[src/rtl/wbdma_sched_pkg.sv]
// Shared constants for the DMA command scheduler: DMA/CPU register maps,
// DMA control keys and the scheduler state encoding.
package wbdma_sched_pkg;

  localparam logic [1:0] DMA_CTRL = 2'd0;
  localparam logic [1:0] DMA_LEN  = 2'd1;
  localparam logic [1:0] DMA_SRC  = 2'd2;
  localparam logic [1:0] DMA_DST  = 2'd3;

  localparam logic [15:0] START_KEY  = 16'h0fed;
  localparam logic [31:0] ABORT_WORD = 32'hffed0000;

  localparam logic [2:0] REG_LEN    = 3'd0;
  localparam logic [2:0] REG_SRC    = 3'd1;
  localparam logic [2:0] REG_DST    = 3'd2;
  localparam logic [2:0] REG_CMD    = 3'd3;
  localparam logic [2:0] REG_STATUS = 3'd4;
  localparam logic [2:0] REG_DONE   = 3'd5;

  typedef enum logic [2:0] {
    ST_IDLE, ST_LEN, ST_SRC, ST_DST, ST_START, ST_WAIT, ST_STAT, ST_ABORT
  } state_t;

endpackage

[src/rtl/wbdma_cmdfifo.sv]
// Descriptor ring buffer; pushes on full and pops on empty are ignored,
// flush empties the ring and overrides any push/pop in the same cycle.
module wbdma_cmdfifo #(
  parameter int PW     = 112,
  parameter int LGFIFO = 2
) (
  input  logic              i_clk,
  input  logic              i_rst_n,
  input  logic              i_push,
  input  logic [PW-1:0]     i_data,
  input  logic              i_pop,
  input  logic              i_flush,
  output logic [PW-1:0]     o_data,
  output logic              o_full,
  output logic              o_empty,
  output logic [LGFIFO:0]   o_count
);

  logic [PW-1:0]     mem_q [2**LGFIFO];
  logic [LGFIFO-1:0] wr_ptr_q, rd_ptr_q;
  logic [LGFIFO:0]   count_q;
  logic              push_ok, pop_ok;

  assign o_full   = (count_q == (LGFIFO+1)'(2**LGFIFO));
  assign o_empty  = (count_q == '0);
  assign o_count  = count_q;
  assign o_data   = mem_q[rd_ptr_q];
  assign push_ok  = i_push && !o_full && !i_flush;
  assign pop_ok   = i_pop && !o_empty && !i_flush;

  always_ff @(posedge i_clk) begin
    if (push_ok) mem_q[wr_ptr_q] <= i_data;
  end

  always_ff @(posedge i_clk or negedge i_rst_n) begin
    if (!i_rst_n) begin
      wr_ptr_q <= '0;
      rd_ptr_q <= '0;
      count_q  <= '0;
    end else if (i_flush) begin
      wr_ptr_q <= '0;
      rd_ptr_q <= '0;
      count_q  <= '0;
    end else begin
      if (push_ok) wr_ptr_q <= wr_ptr_q + LGFIFO'(1);
      if (pop_ok)  rd_ptr_q <= rd_ptr_q + LGFIFO'(1);
      case ({push_ok, pop_ok})
        2'b10:   count_q <= count_q + (LGFIFO+1)'(1);
        2'b01:   count_q <= count_q - (LGFIFO+1)'(1);
        default: count_q <= count_q;
      endcase
    end
  end

endmodule

[src/rtl/wbdma_sched.sv]
// Command-queue scheduler in front of the wishbone DMA control port: programs,
// starts and checks each queued descriptor, interrupting once per drain/error.
//
// state    | meaning
// ST_IDLE  | waiting for a descriptor (LEN==0 entries retire here)
// ST_LEN   | writing transfer length
// ST_SRC   | writing source address
// ST_DST   | writing destination address
// ST_START | writing start key + control bits
// ST_WAIT  | waiting for DMA interrupt
// ST_STAT  | reading DMA status, retiring the descriptor
// ST_ABORT | writing abort word, flushing the queue
module wbdma_sched
  import wbdma_sched_pkg::*;
#(
  parameter int AW     = 32,
  parameter int LGFIFO = 2,
  parameter int DW     = 32
) (
  input  logic          i_clk,
  input  logic          i_rst_n,
  input  logic          i_wb_cyc,
  input  logic          i_wb_stb,
  input  logic          i_wb_we,
  input  logic [2:0]    i_wb_addr,
  input  logic [DW-1:0] i_wb_data,
  output logic          o_wb_ack,
  output logic          o_wb_stall,
  output logic [DW-1:0] o_wb_data,
  output logic          o_dma_cyc,
  output logic          o_dma_stb,
  output logic          o_dma_we,
  output logic [1:0]    o_dma_addr,
  output logic [DW-1:0] o_dma_data,
  input  logic          i_dma_ack,
  input  logic          i_dma_stall,
  input  logic [DW-1:0] i_dma_data,
  input  logic          i_dma_int,
  output logic          o_interrupt
);

  localparam int PW = 3*AW + 16;

  state_t          state_q, state_d;
  logic            cyc_q, cyc_d, stb_q, stb_d, we_q, we_d, irq_q, irq_d;
  logic [1:0]      addr_q, addr_d;
  logic [DW-1:0]   data_q, data_d;
  logic [7:0]      stat_q, stat_d;
  logic [AW-1:0]   len_q, src_q, dst_q;
  logic            err_q, ovf_q, aborting_q, ack_q;
  logic [31:0]     done_q, status_w;
  logic [DW-1:0]   rdata, rdata_q, acc_data;
  logic [1:0]      acc_addr;
  logic            acc_we, pop, flush, done_inc, err_set, abort_clr;
  logic            wb_req, wb_wr, push, busy, drained, dma_ack;
  logic [PW-1:0]   fifo_dout;
  logic            fifo_full, fifo_empty;
  logic [LGFIFO:0] fifo_count;
  logic [AW-1:0]   head_len, head_src, head_dst;
  logic [15:0]     head_ctrl;
  logic            unused_dma_bits;

  assign wb_req   = i_wb_cyc && i_wb_stb;
  assign wb_wr    = wb_req && i_wb_we;
  assign push     = wb_wr && (i_wb_addr == REG_CMD);
  assign busy     = (state_q != ST_IDLE) || !fifo_empty;
  assign drained  = (fifo_count == (LGFIFO+1)'(1)) && !push;
  assign dma_ack  = cyc_q && i_dma_ack;
  assign head_len  = fifo_dout[PW-1 -: AW];
  assign head_src  = fifo_dout[2*AW+15 -: AW];
  assign head_dst  = fifo_dout[AW+15 -: AW];
  assign head_ctrl = fifo_dout[15:0];
  assign status_w = {busy, err_q, ovf_q, aborting_q, 12'b0, 8'(fifo_count), stat_q};
  assign unused_dma_bits = ^i_dma_data[DW-9:0];

  wbdma_cmdfifo #(.PW(PW), .LGFIFO(LGFIFO)) u_cmdfifo (
    .i_clk   (i_clk),
    .i_rst_n (i_rst_n),
    .i_push  (push),
    .i_data  ({len_q, src_q, dst_q, i_wb_data[15:0]}),
    .i_pop   (pop),
    .i_flush (flush),
    .o_data  (fifo_dout),
    .o_full  (fifo_full),
    .o_empty (fifo_empty),
    .o_count (fifo_count)
  );

  always_comb begin
    acc_we   = 1'b1;
    acc_addr = DMA_CTRL;
    acc_data = '0;
    case (state_q)
      ST_LEN:   begin acc_addr = DMA_LEN; acc_data = DW'(head_len); end
      ST_SRC:   begin acc_addr = DMA_SRC; acc_data = DW'(head_src); end
      ST_DST:   begin acc_addr = DMA_DST; acc_data = DW'(head_dst); end
      ST_START: acc_data = DW'({START_KEY, head_ctrl});
      ST_STAT:  acc_we = 1'b0;
      ST_ABORT: acc_data = DW'(ABORT_WORD);
      default:  acc_data = '0;
    endcase
  end

  always_comb begin
    state_d   = state_q;
    cyc_d     = cyc_q;
    stb_d     = stb_q;
    we_d      = we_q;
    addr_d    = addr_q;
    data_d    = data_q;
    stat_d    = stat_q;
    irq_d     = 1'b0;
    pop       = 1'b0;
    flush     = 1'b0;
    done_inc  = 1'b0;
    err_set   = 1'b0;
    abort_clr = 1'b0;
    if (cyc_q && stb_q && !i_dma_stall) stb_d = 1'b0;
    if (dma_ack) begin
      cyc_d = 1'b0;
      stb_d = 1'b0;
    end
    case (state_q)
      ST_IDLE: begin
        if (aborting_q) state_d = ST_ABORT;
        else if (!fifo_empty && !err_q) begin
          if (head_len == '0) begin
            pop      = 1'b1;
            done_inc = 1'b1;
            irq_d    = drained;
          end else state_d = ST_LEN;
        end
      end
      ST_WAIT: begin
        if (aborting_q)     state_d = ST_ABORT;
        else if (i_dma_int) state_d = ST_STAT;
      end
      default: begin
        // Bus accesses launch only from an idle bus, so an abort raised mid-access waits for its ack.
        if (!cyc_q) begin
          if (aborting_q && state_q != ST_ABORT) state_d = ST_ABORT;
          else begin
            cyc_d  = 1'b1;
            stb_d  = 1'b1;
            we_d   = acc_we;
            addr_d = acc_addr;
            data_d = acc_data;
          end
        end else if (dma_ack) begin
          if (state_q == ST_STAT) stat_d = i_dma_data[DW-1 -: 8];
          if (state_q == ST_ABORT) begin
            flush     = 1'b1;
            abort_clr = 1'b1;
            state_d   = ST_IDLE;
          end else if (aborting_q) state_d = ST_ABORT;
          else begin
            case (state_q)
              ST_LEN:   state_d = ST_SRC;
              ST_SRC:   state_d = ST_DST;
              ST_DST:   state_d = ST_START;
              ST_START: state_d = ST_WAIT;
              ST_STAT: begin
                if (!i_dma_data[DW-1]) begin
                  pop     = 1'b1;
                  state_d = ST_IDLE;
                  if (i_dma_data[DW-2]) begin
                    err_set = 1'b1;
                    irq_d   = 1'b1;
                  end else begin
                    done_inc = 1'b1;
                    irq_d    = drained;
                  end
                end
              end
              default: state_d = state_q;
            endcase
          end
        end
      end
    endcase
  end

  always_ff @(posedge i_clk or negedge i_rst_n) begin
    if (!i_rst_n) begin
      state_q <= ST_IDLE;
      cyc_q   <= 1'b0;
      stb_q   <= 1'b0;
      we_q    <= 1'b0;
      addr_q  <= '0;
      data_q  <= '0;
      stat_q  <= '0;
      irq_q   <= 1'b0;
    end else begin
      state_q <= state_d;
      cyc_q   <= cyc_d;
      stb_q   <= stb_d;
      we_q    <= we_d;
      addr_q  <= addr_d;
      data_q  <= data_d;
      stat_q  <= stat_d;
      irq_q   <= irq_d;
    end
  end

  always_comb begin
    rdata = '0;
    case (i_wb_addr)
      REG_LEN:    rdata = DW'(len_q);
      REG_SRC:    rdata = DW'(src_q);
      REG_DST:    rdata = DW'(dst_q);
      REG_STATUS: rdata = DW'(status_w);
      REG_DONE:   rdata = DW'(done_q);
      default:    rdata = '0;
    endcase
  end

  always_ff @(posedge i_clk or negedge i_rst_n) begin
    if (!i_rst_n) begin
      ack_q      <= 1'b0;
      rdata_q    <= '0;
      len_q      <= '0;
      src_q      <= '0;
      dst_q      <= '0;
      err_q      <= 1'b0;
      ovf_q      <= 1'b0;
      aborting_q <= 1'b0;
      done_q     <= '0;
    end else begin
      ack_q   <= wb_req;
      rdata_q <= rdata;
      if (wb_wr && i_wb_addr == REG_LEN) len_q <= i_wb_data[AW-1:0];
      if (wb_wr && i_wb_addr == REG_SRC) src_q <= i_wb_data[AW-1:0];
      if (wb_wr && i_wb_addr == REG_DST) dst_q <= i_wb_data[AW-1:0];
      // New events win over a simultaneous CPU clear.
      if (wb_wr && i_wb_addr == REG_STATUS && i_wb_data[0]) begin
        err_q <= 1'b0;
        ovf_q <= 1'b0;
      end
      if (err_set) err_q <= 1'b1;
      if (push && fifo_full) ovf_q <= 1'b1;
      if (abort_clr) aborting_q <= 1'b0;
      if (wb_wr && i_wb_addr == REG_STATUS && i_wb_data[1]) aborting_q <= 1'b1;
      if (wb_wr && i_wb_addr == REG_DONE) done_q <= '0;
      else if (done_inc) done_q <= done_q + 32'd1;
    end
  end

  assign o_wb_ack    = ack_q;
  assign o_wb_stall  = 1'b0;
  assign o_wb_data   = rdata_q;
  assign o_dma_cyc   = cyc_q;
  assign o_dma_stb   = stb_q;
  assign o_dma_we    = we_q;
  assign o_dma_addr  = addr_q;
  assign o_dma_data  = data_q;
  assign o_interrupt = irq_q;

endmodule

[config.mk]
export PLATFORM = sky130hd
export DESIGN_NAME = wbdma_sched
export DESIGN_NICKNAME = d
export VERILOG_FILES = /design/src/rtl/wbdma_sched_pkg.sv /design/src/rtl/wbdma_cmdfifo.sv /design/src/rtl/wbdma_sched.sv
export SDC_FILE = /design/constraint.sdc
export NUM_CORES = 1
export LEC_CHECK = 0
export CAP_MARGIN = 15
export CORE_MARGIN = 8
export CORE_UTILIZATION = 55
export CTS_CLUSTER_SIZE = 8
export DETAILED_ROUTE_END_ITERATION = 16
export PLACE_DENSITY_LB_ADDON = 0.12
export SLEW_MARGIN = 20
export SYNTH_ARGS = -nofsm -noshare
export SYNTH_HDL_FRONTEND = slang
export SYNTH_SLANG_ARGS = --single-unit
[constraint.sdc]
create_clock -name i_clk -period 5.4 [get_ports i_clk]
set_clock_uncertainty 0.2 [all_clocks]
set_input_delay 0.81 -clock i_clk [delete_from_list [all_inputs] [get_ports i_clk]]
set_output_delay 0.81 -clock i_clk [all_outputs]
set_load 0.005 [all_outputs]
Yosys cells after proc, flatten, opt, wreduce, memory -nomap -nowiden
Memories as Yosys holds them, arrays and structs flattened.
Cells that the tools add are included.
Operators by class
  $mul: 0
  reductions and logical operators: 45
  bitwise logic cells: 3
  div/mod/pow operators: 0
  add/subtract/negate cells: 5
  multiplexer cells: 82
  magnitude comparators: 0
  equal/unequal tests: 23
  shifts and indexed selects: 0
Operators with widths (count)
  32-bit one-hot mux with 5 select lines: 2
  32-bit 2-to-1 mux: 2
  1-bit 2-to-1 mux: 55
  3-bit 2-to-1 mux: 12
  32-bit by 1-bit adder with 32-bit output (second input constant): 1
  32-bit zero test: 1
  3-bit == test (second input constant): 7
  1-bit logical AND: 21
  3-bit one-hot mux with 5 select lines: 1
  3-bit by 2-bit == test with 1-bit output (second input constant): 4
  3-bit != test (second input constant): 4
  3-bit one-hot mux with 2 select lines: 2
  2-bit nonzero test: 6
  10-bit by 1-bit != test with 1-bit output (second input constant): 1
  3-bit by 1-bit == test with 1-bit output (second input constant): 3
  3-bit zero test: 3
  2-bit 2-to-1 mux: 4
  7-bit by 4-bit != test with 1-bit output (second input constant): 1
  7-bit AND reduction: 1
  1-bit zero test: 6
  1-bit one-hot mux with 2 select lines: 3
  2-bit one-hot mux with 3 select lines: 1
  3-bit nonzero test: 2
  2-bit by 1-bit adder with 2-bit output (second input constant): 2
  other kinds (11): 13
Storage, ports and cells
  output and inout bits: 72
  bits in registers: 220
  input bits: 75
  RAM bits: 448
  bits in latches: 0
  memories: 1
  bits in read-only memories: 0
Memory list
  u_cmdfifo.mem_q: depth 4, width 112, rd ports 1, clocked after memory_dff 0, wr ports 1, line wbdma_cmdfifo.sv:19  | logic [PW-1:0] mem_q [2**LGFIFO];

Logic depth before layout (Yosys ltp)
Gate-level depths: netlist (run 1).
  depth after elaboration: 13
  gate-level depth with buffers: 11
  mapped depth without buffers: 9

Hierarchy
A second synthesis (run 1) with hierarchy kept.
Unflattened totals
  cells, all modules: 1595
  area total of the unflattened synthesis: 27365.0 µm²
By module, submodules not included
  wbdma_cmdfifo: cells each 650, times used 1, area each 16697.3 µm²
  wbdma_sched: cells each 945, times used 1, area each 10667.7 µm²

Least setup slack after synthesis (run 1)
No wires, ideal clock.
  kind: input-to-reg
  start point: input port i_wb_addr[2]
  end point: memory u_cmdfifo.mem_q[0][0], enable pin
  data required time: 4.716 ns
  stages on the path: 7
  slack: 0.251 ns
  arrival time: 4.465 ns
  setup time: 0.484 ns
  cells stage by stage: clkbuf_1 > nor2_1 > and3_1 > clkbuf_1 > nand2_1 > nor2_1 > and2_1
On the way
  longest elaborated chain between the ends: 6
Ends and longest elaborated chain
  start: declaration: line wbdma_sched.sv:25  | input logic [2:0] i_wb_addr,
  3-bit by 2-bit == test with 1-bit output: line wbdma_sched.sv:65  | assign push = wb_wr && (i_wb_addr == REG_CMD);
  1-bit logical AND: line wbdma_sched.sv:65
  1-bit logical AND (2 in a row): line wbdma_cmdfifo.sv:28  | assign push_ok = i_push && !o_full && !i_flush;
  1-bit 2-to-1 mux: line wbdma_cmdfifo.sv:32  | if (push_ok) mem_q[wr_ptr_q] <= i_data;
  1-bit 2-to-1 mux (not written as such): line wbdma_cmdfifo.sv:32
  end: declaration: line wbdma_cmdfifo.sv:19
Every way passes these cells.

Worst setup path after layout (run 1)
  start point: register u_cmdfifo.rd_ptr_q[0]
  end point: register done_q[24]
On the way
  longest elaborated chain between the ends: 7
Ends and longest elaborated chain
  start: declaration: line wbdma_cmdfifo.sv:20  | logic [LGFIFO-1:0] wr_ptr_q, rd_ptr_q;
  start signal: assignment: line wbdma_cmdfifo.sv:46  | if (pop_ok) rd_ptr_q <= rd_ptr_q + LGFIFO'(1);
  memory read 4 x 112 bit
  32-bit zero test: line wbdma_sched.sv:127  | if (head_len == '0) begin
  1-bit 2-to-1 mux: line wbdma_sched.sv:127
  1-bit 2-to-1 mux: line wbdma_sched.sv:126  | else if (!fifo_empty && !err_q) begin
  1-bit 2-to-1 mux: line wbdma_sched.sv:125  | if (aborting_q) state_d = ST_ABORT;
  1-bit one-hot mux with 2 select lines: line wbdma_sched.sv:123  | case (state_q)
  2-bit nonzero test (no line)
  end signal: assignment: line wbdma_sched.sv:244  | else if (done_inc) done_q <= done_q + 32'd1;
  end: declaration: line wbdma_sched.sv:51  | logic [31:0] done_q, status_w;
Every way passes these cells.
A chain may end at the register's enable or synchronous reset.

==> reports/qor.txt, run 1 <==
status: finished clean
# rows: 80
Fin Setup TNS: 0 ns
most frequent cells in the layout: 448 x edfxtp_1, 218 x dfrtp_1, 127 x mux4_2, 118 x clkdlybuf4s50_1, 113 x mux2_2
commonest non-fill, non-tap cell in the layout: edfxtp_1
Clock Sinks: 668
All-Layer GR Usage: 23.15%
Setup Crit Path Kind: reg2reg
gpl congestion: 0.8187
RSZ-0062 raised after global routing: no
router iterations before antenna repair: 5
ys async rst share: 32.93%
yosys warns: 0
Max VDD drop: 272.2 µV
Worst-path clk slew: 0.05 ns
Initial Utilization: 55.66%
Max Transition Viols Final: 0
fmax: 213.0 MHz
critical path capture point type: flip-flop
share of cells above drive strength 1: 23.10%
PostCTS Resize Cnt: 0
Yosys reg bits: 668
Vias per Instance: 6.136
Arr. time, crit path: 5.04 ns
die height: 235.8 µm
worst-skew pair later-pin latency: 0.62 ns
TritonCTS buffer count: 93
Diodes inserted: 0
register area share after synthesis: 71.33%
dpl hpwl: 39070 µm
Post-CTS Setup Bufs: 0
Mapped Area: 26580 µm²
Util after Layout: 66.02%
ANT nets after route: 0
global-route wire length before repair: 96610 µm
Routed Wire Length: 64160 µm
max cap viols: 0
CTS Root Cell: clkbuf_16
Die ar.: 55610 µm²
# DRC: 0
startpoint types: flip-flop
CP cell instances: buf_4 -> mux4_2 -> nor4_1 -> nand4_1 -> nor4b_4 -> o21ai_1 -> or4_1 -> nand2_1
critical path buffer and inverter count: 1
largest net degree at the start of global routing: 103
Top delay family on crit path: simple AND/OR/NAND/NOR gates
top_reg_cell synth: edfxtp_1
Core ar.: 47750 µm²
CTS tree: built
Final Cycle Share: 86.92%
worst setup slack after placement: 0.7370 ns
post-synthesis cell count: 1528
min-delay worst type: in2async
# setup viols final: 0
post-synth top area share: 50.62%
drt wl/cell: 26.80 µm
Buffers on Ports: 121
grt total ovfl: 0
Syn Area/Cell: 17.39 µm²
worst setup margin: 0.7062 ns
initial DRC count: 1259
nets: 1785
post-synth cell types: 56
pwr/cell area: 473.8 nW/µm²
Synth area leaders: edfxtp_1 51%, dfrtp_1 21%, mux4_2 11%
CP max stage cell: nor4b_4
Die Wd: 235.8 µm
Slew Limit Headroom: 29.85%
Ports: 147
CP Max Fanout: 13
Post-synth EDFFs: 448
Post-CTS Hold Buffers: 0
via count: 14690
Worst Tran Pin Value: 1.050 ns
CP required: 5.75 ns
Syn-to-layout area delta: 18.61%
initial antenna violation count: 0
max incr delay on CP: 0.75 ns
Synth area leader: edfxtp_1
maximum clock path buffer count: 3
post-layout min period: 4.694 ns
Static Leakage: 11.27 nW
number of global-route vias before repair: 15460
syn nets: 1612
htree depth: 3
final hold violations: 0
==> sequential cells by signal (all words and copies together), names as in the netlist, 2 cells and up <==
| signal | flops |
|---|---|
| o_dma_data | 32 |
| done_q | 32 |
| dst_q | 32 |
| u_cmdfifo.rd_ptr_q | 2 |
| len_q | 32 |
| u_cmdfifo.mem_q | 448 |
| stat_q | 8 |
| o_wb_data | 32 |
| o_dma_addr | 2 |
| src_q | 32 |
| state_q | 3 |
| u_cmdfifo.o_count | 3 |
| u_cmdfifo.wr_ptr_q | 2 |
==> cell type report <==
cell class                      count  area [µm²]
Timing Repair Buffer              168        1722
Multi-Input combinational cell    745        7208
Clock buffer                      170        2721
Inverter                           25       93.84
Sequential cell                   668       18970
Tap cell                          615       769.5
Clock inverter                      3       41.29
Fill cell                        3246       16220
==> report_power, final <==
| group | internal, mW | switching (mW) | total [mW] |
|---|---|---|---|
| logic | 1.45 | 1.54 | 2.99 |
| registers | 6.04 | 0.488 | 6.53 |
| clock network | 3.36 | 2.05 | 5.41 |
==> worst paths after layout <==
kind | startpoint | end | slack, ns | cells after the start
worst max-delay path | u_cmdfifo.rd_ptr_q[0] | done_q[24] | 0.71 | 8
worst min-delay path | i_rst_n | stat_q[4] | 0.02 | 1
worst max register to register | u_cmdfifo.rd_ptr_q[0] | done_q[24] | 0.71 | 8
worst min register to register | o_dma_data[28] | o_dma_data[28] | 0.29 | 1
max in group asynchronous | i_rst_n | u_cmdfifo.rd_ptr_q[1] | 3.57 | 2
min in group i_clk | o_dma_data[28] | o_dma_data[28] | 0.29 | 1
==> metrics by stage <==
stage          hold slack (ns)  power [mW]  instances  cell area [µm²]
2_1_floorplan           0.2435       8.284       1528            26580
3_3_place_gp            0.2723       9.554       2221            28760
3_5_place_dp            0.2841       9.624       2221            28760
4_1_cts                0.05225       15.04       2394            31520
5_1_grt                0.09889       15.52       2394            31520
6_report               0.02097       14.94       2394            31520
==> layer usage <==
| layer | share of wire (%) | routed length [µm] | GRT usage, % | vias up |
|---|---|---|---|---|
| met1 | 42 | 26770 | 31.54 | 7680 |
| met2 | 47 | 30420 | 36.24 | 548 |
| li1 | - | - | - | 6369 |
| met5 | 0 | 0 | 0 | - |
| met3 | 8.3 | 5303 | 6.086 | 92 |
| met4 | 2.6 | 1665 | 7.913 | 0 |
==> logic make-up after synthesis <==
group | Yosys count | share of synthesized area [%]
xor+xnor | 23 | 0.7580
mux | 260 | 16.30
flops | 668 | 71.33
compound gates | 208 | 5.075
simple gates | 244 | 4.341
other cells | 1 | 0.01411
fa+ha+maj | 9 | 0.4237
buf+inv | 115 | 1.751
==> Yosys cell counts, drive strengths merged (5+ instances only) <==
master and number:
mux4 127, ha 9, nor4 11, and4 6, a22oi 48, nand2 70
o22a 7, o21a 6, dfrtp 220, nor2 90, and2 8, clkbuf 54
mux2 113, a21oi 38, or3 8, nand3 14, o211ai 12, nand2b 5
buf 36, mux2i 20, inv 25, edfxtp 448, o2111ai 10, and3 8
a31oi 18, xor2 20, o21ai 52
Note: power is estimated with default switching activity, not from simulation.
==> run 2: changes to the inputs <==
--- a/config.mk
+++ b/config.mk
@@ -6,8 +6,8 @@
 export NUM_CORES = 1
 export LEC_CHECK = 0
 export CAP_MARGIN = 15
-export CORE_MARGIN = 8
-export CORE_UTILIZATION = 55
+export CORE_MARGIN = 4
+export CORE_UTILIZATION = 35
 export CTS_CLUSTER_SIZE = 8
 export DETAILED_ROUTE_END_ITERATION = 16
 export PLACE_DENSITY_LB_ADDON = 0.12
==> reports/qor.txt, run 2 (synthesized netlist as in run 1, its figures left out) <==
status: finished clean
Routed Wire Length: 74820 µm (+17%)
Max Transition Viols Final: 0 (unchanged)
Syn-to-layout area delta: 20.46%
worst-skew pair later-pin latency: 0.64 ns (+0.02 ns)
# DRC: 0 (unchanged)
Initial Utilization: 35.52% (-20 points)
gpl congestion: 0.7855 (-4.1%)
min-delay worst type: in2async
max incr delay on CP: 0.86 ns (+0.11 ns)
number of flip-flops in the largest register: 448 (unchanged)
CP Max Fanout: 35 (+22)
global-route wire length before repair: 110000 µm (+14%)
drt wl/cell: 27.16 µm (+1.3%)
CTS Root Cell: clkbuf_16
via count: 14770 (+0.53%)
die height: 283.6 µm (+20%)
most flop-heavy register: u_cmdfifo.mem_q
final hold violations: 0 (unchanged)
Fin Setup TNS: 0 ns (unchanged)
Ports: 147 (unchanged)
Clock Sinks: 668 (unchanged)
# setup viols final: 0 (unchanged)
Static Leakage: 11.31 nW (+0.35%)
initial antenna violation count: 3 (+3)
post-layout min period: 4.503 ns (-0.1910 ns)
Final Cycle Share: 83.39% (-3.5 points)
most frequent cells in the layout: 448 x edfxtp_1, 218 x dfrtp_1, 127 x mux4_2, 117 x clkdlybuf4s50_1, 113 x mux2_2
CP max stage cell: dfrtp_4
Arr. time, crit path: 4.86 ns (-0.18 ns)
share of cells above drive strength 1: 23.52% (+0.41 points)
Max VDD drop: 212.0 µV (-22%)
dpl hpwl: 46630 µm (+19%)
max cap viols: 0 (unchanged)
pwr/cell area: 473.3 nW/µm² (-0.10%)
router iterations before antenna repair: 5 (unchanged)
ANT nets after route: 0 (unchanged)
startpoint types: flip-flop
fmax: 222.1 MHz (+4.2%)
Buffers on Ports: 121 (unchanged)
Core ar.: 74820 µm² (+57%)
Total Power: 15.15 mW (+1.5%)
worst hold slack: 0.007411 ns (-0.01356 ns)
Worst Tran Pin Value: 1.118 ns (+0.06797 ns)
fin area: 32010 µm² (+1.6%)
Post-CTS Setup Bufs: 0 (unchanged)
grt total ovfl: 0 (unchanged)
TritonCTS buffer count: 93 (unchanged)
commonest non-fill, non-tap cell in the layout: edfxtp_1
Setup Crit Path Kind: reg2reg
RSZ-0062 raised after global routing: no
# rows: 100 (+25%)
Worst-path clk slew: 0.05 ns (about the same)
number of global-route vias before repair: 15470 (+0.045%)
initial DRC count: 1195 (-5.1%)
CTS tree: built
Die Wd: 283.6 µm (+20%)
Area after DPL: 29260 µm² (+1.8%)
PostCTS Resize Cnt: 0 (unchanged)
All-Layer GR Usage: 18.59% (-4.6 points)
Slew Limit Headroom: 24.98% (-4.9 points)
htree depth: 3 (unchanged)
CP cell instances: buf_4 -> mux4_2 -> nor4_1 -> nand4_1 -> nor4b_4 -> o21ai_1 -> or4_1 -> nand2_1
Die ar.: 80410 µm² (+45%)
maximum clock path buffer count: 3 (unchanged)
Post-CTS Hold Buffers: 0 (unchanged)
nets: 1793 (+0.45%)
Diodes inserted: 0 (unchanged)
CP required: 5.76 ns (about the same)
Vias per Instance: 5.360 (-13%)
critical path capture point type: flip-flop
largest net degree at the start of global routing: 107 (+3.9%)
[run 2: changes by cell type in the layout (fill, tap and decap cells not counted), sizes merged]
cell / delta
buf: +9
clkbuf: -1
clkdlybuf4s50: -1
[run 2: stage by stage]
stage | setup WS [ns] | std cells | utilization (%)
2_1_floorplan | 0.2508 | 1528 | -
3_3_place_gp | 0.9349 | 2583 | 39.11
3_5_place_dp | 0.8475 | 2583 | 39.11
4_1_cts | 0.8328 | 2755 | 42.79
5_1_grt | 0.6719 | 2755 | 42.79
6_report | 0.8972 | 2755 | 42.79
[run 2: area by class of cell]
cell class	instances	area [µm²]
Fill cell	6670	42810
Sequential cell	668	18970
Multi-Input combinational cell	745	7203
Clock buffer	169	2708
Timing Repair Buffer	176	1789
Tap cell	969	1212
Inverter	25	93.84
Clock inverter	3	41.29
[run 2: where the power goes]
part	switching (mW)	internal, mW	total [mW]
sequential	0.524	6.04	6.57
clock	2.13	3.35	5.47
combinational	1.65	1.46	3.11
[run 2: worst paths after layout]
path	start	endpoint	slack (ns)	cells after the start
setup / recovery	u_cmdfifo.rd_ptr_q[1]	done_q[14]	0.90	8
hold / removal	i_rst_n	dst_q[3]	0.007	1
setup reg to reg	u_cmdfifo.rd_ptr_q[1]	done_q[14]	0.90	8
hold reg to reg	o_dma_addr[1]	o_dma_addr[1]	0.28	2
max in group asynchronous	i_rst_n	dst_q[8]	3.78	2
min in group i_clk	o_dma_addr[1]	o_dma_addr[1]	0.28	2
[run 2: worst max-delay path: cells and delay by family (launching register included)]
family	cells	cell delay, ns
AND/OR/NAND/NOR	5	2.20
flip-flops	1	0.86
AO/OA/AOI/OAI	1	0.47
multiplexers	1	0.35
buffers and inverters	1	0.34
[run 2: metal layers]
layer,vias up,GRT usage (%),routed length (µm)
li1,6379,-,-
met1,7931,26.85,34590
met2,383,29.50,35490
met3,74,2.956,3494
met4,0,4.941,1250
met5,-,0,0
